`src/rtl/t_ff_seq_pkg.sv`:
```
// Shared types and default widths for the T flip-flop sequencer.
package t_ff_seq_pkg;

    localparam int unsigned N_DEF  = 4;
    localparam int unsigned CW_DEF = 8;

    typedef enum logic [1:0] {
        IDLE  = 2'd0,
        PULSE = 2'd1,
        GAP   = 2'd2,
        DONE  = 2'd3
    } state_t;

endpackage

```
`src/rtl/t_ff.sv`:
```
// Single T flip-flop: inverts q on every rising edge where t is high.
module t_ff (
    input  logic clk,
    input  logic n_rst,
    input  logic t,
    output logic q
);

    // Toggle storage with asynchronous clear
    always_ff @(posedge clk or negedge n_rst) begin
        if (!n_rst) begin
            q <= 1'b0;
        end else if (t) begin
            q <= ~q;
        end
    end

endmodule

```
`src/rtl/t_ff_seq_ctrl.sv`:
```
// Sequencer that issues count toggle pulses, spaced by interval idle cycles,
// onto a masked bank of T flip-flops, with abort and a completion pulse.
module t_ff_seq_ctrl
    import t_ff_seq_pkg::*;
#(
    parameter int unsigned N  = N_DEF,
    parameter int unsigned CW = CW_DEF
) (
    input  logic          clk,
    input  logic          n_rst,
    input  logic          cmd_valid,
    output logic          cmd_ready,
    input  logic [N-1:0]  cmd_mask,
    input  logic [CW-1:0] cmd_count,
    input  logic [CW-1:0] cmd_interval,
    input  logic          abort,
    output logic [N-1:0]  t_out,
    output logic [N-1:0]  q,
    output logic          busy,
    output logic          done
);

    state_t        state, state_nx;
    logic [N-1:0]  mask_r, mask_nx;
    logic [CW-1:0] interval_r, interval_nx;
    logic [CW-1:0] remaining, remaining_nx;
    logic [CW-1:0] gap_cnt, gap_nx;

    // State and command/counter registers
    always_ff @(posedge clk or negedge n_rst) begin
        if (!n_rst) begin
            state      <= IDLE;
            mask_r     <= '0;
            interval_r <= '0;
            remaining  <= '0;
            gap_cnt    <= '0;
        end else begin
            state      <= state_nx;
            mask_r     <= mask_nx;
            interval_r <= interval_nx;
            remaining  <= remaining_nx;
            gap_cnt    <= gap_nx;
        end
    end

    // Next-state and counter update; counters saturate at zero
    always_comb begin
        state_nx     = state;
        mask_nx      = mask_r;
        interval_nx  = interval_r;
        remaining_nx = remaining;
        gap_nx       = gap_cnt;
        case (state)
            IDLE: begin
                if (cmd_valid) begin
                    mask_nx      = cmd_mask;
                    interval_nx  = cmd_interval;
                    remaining_nx = cmd_count;
                    state_nx     = (cmd_count == '0) ? DONE : PULSE;
                end
            end
            PULSE: begin
                if (abort) begin
                    state_nx = DONE;
                end else begin
                    remaining_nx = (remaining != '0) ? remaining - CW'(1) : '0;
                    if (remaining <= CW'(1)) begin
                        state_nx = DONE;
                    end else if (interval_r == '0) begin
                        state_nx = PULSE;
                    end else begin
                        state_nx = GAP;
                        gap_nx   = interval_r;
                    end
                end
            end
            GAP: begin
                if (abort) begin
                    state_nx = DONE;
                end else begin
                    gap_nx = (gap_cnt != '0) ? gap_cnt - CW'(1) : '0;
                    if (gap_cnt <= CW'(1)) begin
                        state_nx = PULSE;
                    end
                end
            end
            DONE: begin
                state_nx = IDLE;
            end
            default: begin
                state_nx = IDLE;
            end
        endcase
    end

    // Status decoded directly from the state register; abort gates the pulse
    assign cmd_ready = (state == IDLE);
    assign busy      = (state != IDLE);
    assign done      = (state == DONE);
    assign t_out     = ((state == PULSE) && !abort) ? mask_r : '0;

    // Flip-flop bank driven by the toggle enables
    for (genvar i = 0; i < int'(N); i++) begin : g_bank
        t_ff u_t_ff (
            .clk   (clk),
            .n_rst (n_rst),
            .t     (t_out[i]),
            .q     (q[i])
        );
    end

endmodule

```
`config.mk`:
```
export PLATFORM = sky130hd
export DESIGN_NAME = t_ff_seq_ctrl
export DESIGN_NICKNAME = d
export VERILOG_FILES = /design/src/rtl/t_ff_seq_pkg.sv /design/src/rtl/t_ff.sv /design/src/rtl/t_ff_seq_ctrl.sv
export SDC_FILE = /design/constraint.sdc
export NUM_CORES = 1
export LEC_CHECK = 0
export ABC_AREA = 1
export BUFFER_PORTS_ARGS = -buffer_cell sky130_fd_sc_hd__buf_2
export CAP_MARGIN = 20
export CORE_MARGIN = 5
export CORE_UTILIZATION = 45
export CTS_BUF_LIST = sky130_fd_sc_hd__clkbuf_16
export DETAILED_ROUTE_END_ITERATION = 16
export PLACE_DENSITY = 0.62
export SLEW_MARGIN = 30
export SYNTH_ARGS = -nofsm -noshare
export SYNTH_HDL_FRONTEND = slang
export SYNTH_SLANG_ARGS = --single-unit
```
`constraint.sdc`:
```
create_clock -name clk -period 4.48 [get_ports clk]
set_input_delay 0.224 -clock clk [delete_from_list [all_inputs] [get_ports clk]]
set_output_delay 0.224 -clock clk [all_outputs]
set_load 0.02 [all_outputs]
```
==> flow_summary.json, run 1 <==
{
  "fillers": 478,
  "dominantRegCellSynth": "dfrtp_1",
  "synth_seq_cells": 34,
  "cts-root-buf": "clkbuf_16",
  "num_antenna_cells": 0,
  "cts_tree": "built",
  "period_share_pct": 38.0,
  "grt-ovfl-total": 0,
  "multi_input_area_sq_mm": 0.00112,
  "ys_warn_count": 0,
  "report.final.slew_viol_count": 0,
  "hp-class": "input pin to asynchronous set/reset pin",
  "setup_tns_ns": 0,
  "critPathSlowestCell": "dfrtp_1",
  "worstPathArrival_ns": 1.87,
  "drv_cap": 0,
  "cp.required_ns": 4.65,
  "synth_nets": 313,
  "cts_resized": 0,
  "syn2layout_area_growth_pct": 14.6,
  "crit_family": "simple AND/OR/NAND/NOR gates",
  "routed_via_density": 4.98,
  "synthArstFlopShare_pct": 100,
  "fin_crit_ns": 1.70,
  "powerDensity_mw_per_mm2": 732,
  "crit_fanout": 9,
  "drtPass1Iterations": 4,
  "clk_pin_slew_ns": 0.05,
  "relSlewSlack_pct": 49.8,
  "path_class": "flip-flop to flip-flop",
  "start_util_pct": 45.9,
  "vias": 1841,
  "num_rows": 25,
  "seq_power_share_pct": 33.3,
  "finalHoldViolations": 0,
  "switching_share_pct": 46.1,
  "end_kind": "flip-flop",
  "setup_viol": 0,
  "htree_levels": 2,
  "intPower_w": 0.000974,
  "leakagePower_nw": 1.28,
  "die_w_um": 79.2,
  "ir_drop_v": 0.000309,
  "antenna_found_initial": 0,
  "postCtsSetupBuffers": 0,
  "final_net_count": 345,
  "dieHeight_um": 79.2,
  "pwr-share-clk_pct": 18.3,
  "grt_usage_pct": 16.4,
  "cts_made_buffers": 5,
  "drt_wl_total_mm": 4.55,
  "io_pins": 35,
  "die_area_sq_mm": 0.00628,
  "ant_nets": 0,
  "grt_pass1_wl_mm": 8.06,
  "first_iter_violations": 107,
  "startpoint_type": "flip-flop",
  "core_area_sq_mm": 0.00469,
  "skew_ns": 0.00343,
  "worstPathCellList": "inv_1 -> ha_1 -> inv_1 -> nand2_1 -> nand2_1 -> nor2_1 -> nor2_2 -> nand3_2 -> nand2_2 -> nand2_1 -> nand2_1",
  "io_buffers": 34,
  "grt_max_degree": 35,
  "netlist_area_sq_mm": 0.00216,
  "combPwrFrac_pct": 48.4,
  "fin_total_pwr_w": 0.00181,
  "drive_gt1_share_pct": 21.8,
  "rsz0062_at_grt": "no",
  "avgRoutedWirePerCell_um": 12.3,
  "status": "complete, no violations",
  "cp_slowest_stage_delay_ns": 0.39,
  "synth_edf_count": 0,
  "switchingPower_w": 0.000834,
  "crit_buf_inv": 2,
  "postCtsHoldBufs": 0,
  "crit_top_cell": "nand2_1",
  "dp_hpwl_mm": 3.49,
  "grt_pass1_vias": 1718,
  "synth_cell_types": 27,
  "dp.cells": 362,
  "gp_congestion": 0.809,
  "final_cell_mix": "91 x nand2_1, 34 x nor2_1, 34 x dfrtp_1, 34 x buf_2, 22 x inv_1",
  "final_common_cell": "nand2_1",
  "fmax_mhz": 587,
  "yosysSeqAreaShare_pct": 39.5,
  "cts_buffer_depth": 2,
  "syn_inst": 283,
  "final_cells": 370,
  "clk_latency_ns": 0.28,
  "worstMarginPinSlew_ns": 0.753,
  "clkSinkCount": 34,
  "ff_latch_area_sq_um": 851,
  "drc": 0,
  "avgSynthCellArea_sq_um": 7.62
}
-- routing by layer --
| layer | share of wire, % | wire length, um | GRT usage, % |
|---|---|---|---|
| met1 | 48 | 2190 | 23.0 |
| met3 | 5.6 | 256 | 4.20 |
| met2 | 45 | 2040 | 24.4 |
| met4 | 1.4 | 63 | 5.84 |
| met5 | 0 | 0 | 0 |
-- cell type report --
| class | count | share of cell area [%] |
|---|---|---|
| inverters | 27 | 5.01 |
| clock inverters | 3 | 0.709 |
| clock buffers | 5 | 5.06 |
| flip-flops and latches | 34 | 34.4 |
| multi-input cells | 213 | 45.2 |
| well taps | 54 | 2.73 |
| repair buffers | 34 | 6.89 |
-- power groups by stage --
stage               sequential (W)  clock, W  combinational [W]
finish                    0.000601  0.000331           0.000876
global route              0.000629  0.000352            0.00100
CTS                       0.000603  0.000337           0.000887
detailed placement        0.000607         0           0.000881
global placement          0.000602         0           0.000877
floorplan                 0.000568         0           0.000732
-- cell families (layout without fill, tap and decap cells) --
logic type               Yosys count  after routing  synth area share (%)
AO/OA/AOI/OAI                     30             30                  8.07
XOR/XNOR                          10             10                  4.06
adder cells (fa/ha/maj)            6              6                  3.48
buffers and inverters             36             69                  8.76
flip-flops                        34             34                  39.5
AND/OR/NAND/NOR                  167            167                  36.2
-- final timing paths --
check | startpoint | endpoint | slack [ns] | depth (start not counted)
hold / removal | n_rst | g_bank[3].u_t_ff.q$_DFFE_PN0P_ | 0.02 | 1
hold reg to reg | g_bank[2].u_t_ff.q$_DFFE_PN0P_ | g_bank[2].u_t_ff.q$_DFFE_PN0P_ | 0.46 | 1
setup reg to reg | remaining[0]$_DFFE_PN0P_ | gap_cnt[7]$_DFFE_PN0P_ | 2.78 | 11
setup / recovery | remaining[0]$_DFFE_PN0P_ | gap_cnt[7]$_DFFE_PN0P_ | 2.78 | 11
max in group asynchronous | n_rst | gap_cnt[4]$_DFFE_PN0P_ | 3.99 | 1
min in group clk | cmd_interval[3] | interval_r[3]$_DFFE_PN0P_ | 0.15 | 3
-- per-stage QoR --
step	hold slack (ns)	utilization [%]	setup slack (ns)	instance area, sq um
finish	0.0152	52.7	2.78	2470
global route	0.0943	52.7	2.55	2470
CTS	0.0506	52.7	2.77	2470
detailed placement	0.349	49.6	2.79	2330
global placement	0.350	49.6	2.82	2330
floorplan	-0.0716	-	3.00	2160
-- registers in the layout, summed over array words and instances (netlist names) --
name and flops:
gap_cnt 8, g_bank.u_t_ff.q 4, mask_r 4, state 2
remaining 8, interval_r 8
-- cell usage after synthesis (2+ instances only) --
cell       n  area (sq um)
nor2_8     3          60.1
dfrtp_1   34           851
nand2_1   91           342
ha_1       6          75.1
o21bai_1   2          15.0
a21oi_2    5          43.8
nor2_2     7          43.8
nand4_1    4          25.0
nor2_1    34           128
nand2_2    2          12.5
nand2_4    2          22.5
inv_2      2          7.51
inv_4      2          12.5
xor2_1     6          52.6
nand3_1   21           105
a21oi_1   10          50.1
inv_1     21          78.8
buf_4      8          60.1
xnor2_1    4          35.0
o21ai_0   12          60.1
Note: power is estimated with default switching activity, not from simulation.
==> run 2: changes to the inputs <==
==> constraint.sdc (replaced) <==
create_clock -name clk -period 1.7 [get_ports clk]
set_input_delay 0.085 -clock clk [delete_from_list [all_inputs] [get_ports clk]]
set_output_delay 0.085 -clock clk [all_outputs]
set_load 0.02 [all_outputs]
==> flow_summary.json, run 2 (synthesis gave the netlist of run 1 again) <==
{
  "ant_nets": 0,
  "ir_drop_v": 0.000900,
  "num_antenna_cells": 0,
  "fin_total_pwr_w": 0.00516,
  "drive_gt1_share_pct": 23.1,
  "hp-class": "input pin to flip-flop",
  "grt_pass1_wl_mm": 8.36,
  "grt_usage_pct": 16.9,
  "skew_ns": 0.00254,
  "fmax_mhz": 647,
  "leakagePower_nw": 1.32,
  "relSlewSlack_pct": 48.6,
  "syn2layout_area_growth_pct": 19.1,
  "start_util_pct": 45.9,
  "core_area_sq_mm": 0.00469,
  "rsz0062_at_grt": "no",
  "avgRoutedWirePerCell_um": 12.3,
  "multi_input_area_sq_mm": 0.00113,
  "final_common_cell": "nand2_1",
  "grt_pass1_vias": 1839,
  "worstMarginPinSlew_ns": 0.771,
  "num_rows": 25,
  "drc": 0,
  "drt_wl_total_mm": 4.60,
  "period_share_pct": 90.9,
  "io_buffers": 34,
  "dieHeight_um": 79.2,
  "path_class": "flip-flop to flip-flop",
  "die_area_sq_mm": 0.00628,
  "die_w_um": 79.2,
  "worstPathArrival_ns": 1.71,
  "clk_pin_slew_ns": 0.06,
  "gp_congestion": 0.822,
  "cts_tree": "built",
  "drtPass1Iterations": 4,
  "vias": 1800,
  "startpoint_type": "flip-flop",
  "drv_cap": 0,
  "fillers": 445,
  "powerDensity_mw_per_mm2": 2010,
  "reg_top3": "gap_cnt (8), interval_r (8), remaining (8)",
  "report.final.slew_viol_count": 0,
  "top_usage_layer": "met2",
  "final_cell_mix": "91 x nand2_1, 34 x nor2_1, 34 x dfrtp_1, 34 x buf_2, 21 x nand3_1",
  "routed_via_density": 4.81,
  "ff_latch_area_sq_um": 851,
  "setup_viol": 0,
  "grtUsageMet1_pct": 22.9,
  "cp.required_ns": 1.87,
  "placed_cell_area_sq_mm": 0.00235,
  "dp_hpwl_mm": 3.44,
  "end_kind": "flip-flop",
  "fin_crit_ns": 1.55,
  "final_net_count": 349,
  "first_iter_violations": 93,
  "grt_util_met2_pct": 26.2,
  "cts_made_buffers": 5,
  "status": "complete, no violations",
  "io_pins": 35,
  "grt_use_met3_pct": 4.20,
  "antenna_found_initial": 0,
  "grt-ovfl-total": 0,
  "fin_area_sq_mm": 0.00257,
  "setup_tns_ns": 0,
  "cts-root-buf": "clkbuf_16",
  "crit_fanout": 6,
  "clk_latency_ns": 0.28,
  "cts_buffer_depth": 2,
  "postCtsSetupBuffers": 0,
  "htree_levels": 2,
  "clkSinkCount": 34,
  "finalHoldViolations": 0,
  "grt_max_degree": 35
}
-- run 2: per-layer routing --
layer  vias to the layer above  wire length [um]
met5                         -                 0
met4                         0                66
met3                         5               224
met2                        41              2020
met1                       796              2290
li1                        958                 -
-- run 2: power by group --
part	internal, W	switching [W]	leakage (nW)	total, W
Combinational	0.000870	0.00151	0.816	0.00238
Sequential	0.00120	0.000381	0.412	0.00158
Clock	0.000842	0.000348	0.0940	0.00119
-- run 2: timing repair --
action,CTS,global route
hold buffers,1,0
gates resized for setup,0,3
endpoints found under the setup margin,0,8
endpoints found under the hold margin,34,0
-- run 2: critical path: stages (launching register included) --
cell	delay (ns)
dfrtp_1	0.41
inv_1	0.17
ha_1	0.17
nand2_1	0.07
o21ai_1	0.33
o21ai_0	0.16
nand2_1	0.08
nand2_1	0.04
-- run 2: worst paths after layout --
path                                                start                             end  slack [ns]  cells after the start
max reg2reg                        gap_cnt[0]$_DFFE_PN0P_          gap_cnt[4]$_DFFE_PN0P_        0.15                      7
max in group asynchronous                           n_rst          gap_cnt[0]$_DFFE_PN0P_        0.79                      2
min                                       cmd_interval[1]       interval_r[1]$_DFFE_PN0P_       0.004                      3
max                                gap_cnt[0]$_DFFE_PN0P_          gap_cnt[4]$_DFFE_PN0P_        0.15                      7
min in group asynchronous                           n_rst  g_bank[1].u_t_ff.q$_DFFE_PN0P_        0.42                      2
min reg2reg                g_bank[2].u_t_ff.q$_DFFE_PN0P_  g_bank[2].u_t_ff.q$_DFFE_PN0P_        0.46                      1
-- run 2: final cells by class --
type | count | area share [%]
tap | 54 | 2.63
timing repair buffer | 38 | 7.89
sequential | 34 | 33.1
clock inverter | 3 | 2.68
multi-input combinational | 213 | 44.0
inverter | 27 | 4.82
clock buffer | 5 | 4.87
-- run 2: metrics by stage --
| step | cells | hold WS (ns) | setup slack, ns | utilization, % |
|---|---|---|---|---|
| floorplan | 283 | -0.211 | 0.218 | - |
| global placement | 365 | 0.209 | 0.162 | 50.1 |
| detailed placement | 365 | 0.216 | 0.0927 | 50.1 |
| CTS | 374 | 0.000167 | 0.0843 | 54.5 |
| global route | 374 | 0.0118 | 0.000980 | 54.7 |
| finish | 374 | 0.00446 | 0.155 | 54.7 |
==> run 3: changes to the inputs <==
--- a/config.mk
+++ b/config.mk
@@ -8,7 +8,7 @@
 export ABC_AREA = 1
 export BUFFER_PORTS_ARGS = -buffer_cell sky130_fd_sc_hd__buf_2
 export CAP_MARGIN = 20
-export CORE_MARGIN = 5
+export CORE_MARGIN = 2
 export CORE_UTILIZATION = 45
 export CTS_BUF_LIST = sky130_fd_sc_hd__clkbuf_16
 export DETAILED_ROUTE_END_ITERATION = 16
==> constraint.sdc (replaced) <==
create_clock -name clk -period 1.7 [get_ports clk]
set_input_delay 0.255 -clock clk [delete_from_list [all_inputs] [get_ports clk]]
set_output_delay 0.255 -clock clk [all_outputs]
set_load 0.02 [all_outputs]
==> flow_summary.json, run 3 (synthesis gave the netlist of run 1 again) <==
{
  "ir_drop_v": 0.000918,
  "cp.required_ns": 1.44,
  "grt_usage_pct": 19.2,
  "avgRoutedWirePerCell_um": 11.9,
  "path_class": "flip-flop to primary output",
  "io_buffers": 34,
  "num_rows": 25,
  "die_w_um": 73.2,
  "syn2layout_area_growth_pct": 20.5,
  "reg_top3": "gap_cnt (8), interval_r (8), remaining (8)",
  "die_area_sq_mm": 0.00536,
  "clk_latency_ns": 0.28,
  "grt_pass1_wl_mm": 7.89,
  "fin_crit_ns": 1.61,
  "worst_slack_ns": 0.0898,
  "final_common_cell": "nand2_1",
  "clkSinkCount": 34,
  "relSlewSlack_pct": 70.3,
  "skew_ns": 0.00778,
  "cts_made_buffers": 5,
  "io_pins": 35,
  "vias": 1838,
  "cts_buffer_depth": 2,
  "placed_cell_area_sq_mm": 0.00237,
  "cts_tree": "built",
  "num_antenna_cells": 0,
  "worstPathCellList": "nor2_8 -> nand2_4 -> nor2_2 -> buf_2",
  "crit_family": "flip-flops",
  "final_cell_mix": "91 x nand2_1, 34 x nor2_1, 34 x buf_2",
  "critPathSlowestCell": "dfrtp_2",
  "drt_wl_total_mm": 4.51,
  "core_area_sq_mm": 0.00466,
  "cp_slowest_stage_delay_ns": 0.46,
  "period_share_pct": 94.7,
  "drc": 0,
  "report.final.slew_viol_count": 0,
  "dp_hpwl_mm": 3.42,
  "fmax_mhz": 621,
  "worstMarginPinSlew_ns": 0.445,
  "place_ws_ns": 0.127,
  "setup_tns_ns": 0,
  "hp-class": "input pin to asynchronous set/reset pin",
  "finalHoldViolations": 0,
  "rsz0062_at_grt": "no",
  "fillers": 443,
  "cts-root-buf": "clkbuf_16",
  "drive_gt1_share_pct": 25.0,
  "startpoint_type": "flip-flop",
  "clk_pin_slew_ns": 0.06,
  "status": "complete, no violations",
  "grt-ovfl-total": 0,
  "grt_max_degree": 35,
  "drv_cap": 0,
  "powerDensity_mw_per_mm2": 2000,
  "postCtsHoldBufs": 0,
  "worstPathArrival_ns": 1.36,
  "htree_levels": 2,
  "first_iter_violations": 74,
  "ant_nets": 0,
  "start_util_pct": 46.3,
  "setup_viol": 0,
  "crit_fanout": 5,
  "dieHeight_um": 73.2,
  "gp_congestion": 0.862,
  "fin_area_sq_mm": 0.00260,
  "final_net_count": 353,
  "antenna_found_initial": 0,
  "leakagePower_nw": 1.34,
  "grt_pass1_vias": 1756,
  "end_kind": "primary output",
  "drtPass1Iterations": 4,
  "routed_via_density": 4.86,
  "crit_buf_inv": 1
}
[run 3: where the power goes]
group	switching (W)	total (W)	internal [W]
clock	0.000342	0.00118	0.000842
combinational	0.00153	0.00244	0.000912
sequential	0.000359	0.00157	0.00121
total	0.00223	0.00519	0.00296
[run 3: repair_timing]
item | 4_1_cts | 5_1_grt
setup buffers | 0 | 2
resized for setup | 0 | 5
setup endpoints to repair | 0 | 12
[run 3: per-layer routing]
layer	vias to the layer above	wire length, um	global-route usage, %
li1	966	-	-
met1	834	2130	25.6
met2	32	2110	29.7
met3	6	200	5.39
met4	0	65	6.79
met5	-	0	0
[run 3: layout make-up]
class,count,area [sq um],area share (%)
Clock inverter,3,68.8,2.65
Tap cell,54,67.6,2.60
Inverter,27,124,4.77
Sequential cell,34,853,32.9
Clock buffer,5,125,4.82
Timing Repair Buffer,42,230,8.86
Multi-Input combinational cell,213,1130,43.4
[run 3: stage by stage]
step / power (W) / hold WS (ns) / util [%] / instances
finish: 0.00519 / 0.00591 / 55.7 / 378
global route: 0.00567 / 0.0478 / 55.7 / 378
CTS: 0.00518 / 0.0169 / 55.1 / 376
detailed placement: 0.00398 / 0.312 / 50.9 / 368
global placement: 0.00394 / 0.311 / 50.9 / 368
floorplan: 0.00343 / -0.0406 / - / 283
[run 3: path summary, 6_finish.rpt]
check                                            endpoint  cells past startpoint                            from  slack (ns)
max in group asynchronous            state[1]$_DFFE_PN0P_                      2                           n_rst        1.36
hold / removal                   remaining[7]$_DFFE_PN0P_                      2                           n_rst       0.006
min in group clk                interval_r[3]$_DFFE_PN0P_                      3                 cmd_interval[3]        0.16
hold reg to reg            g_bank[3].u_t_ff.q$_DFFE_PN0P_                      1  g_bank[3].u_t_ff.q$_DFFE_PN0P_        0.46
setup reg to reg                   gap_cnt[6]$_DFFE_PN0P_                     11        remaining[0]$_DFFE_PN0P_        0.20
setup / recovery                                 t_out[2]                      4            state[1]$_DFFE_PN0P_        0.09
[run 3: worst reg2reg max path, cell delays in order, from the launching register on]
cell     delay, ns
dfrtp_1       0.38
inv_2         0.08
ha_1          0.21
inv_1         0.05
nand2_1       0.04
nand2_1       0.05
nor2_1        0.05
nor2_2        0.17
nand3_4       0.15
nand2_4       0.13
nand2_1       0.06
nand2_1       0.06
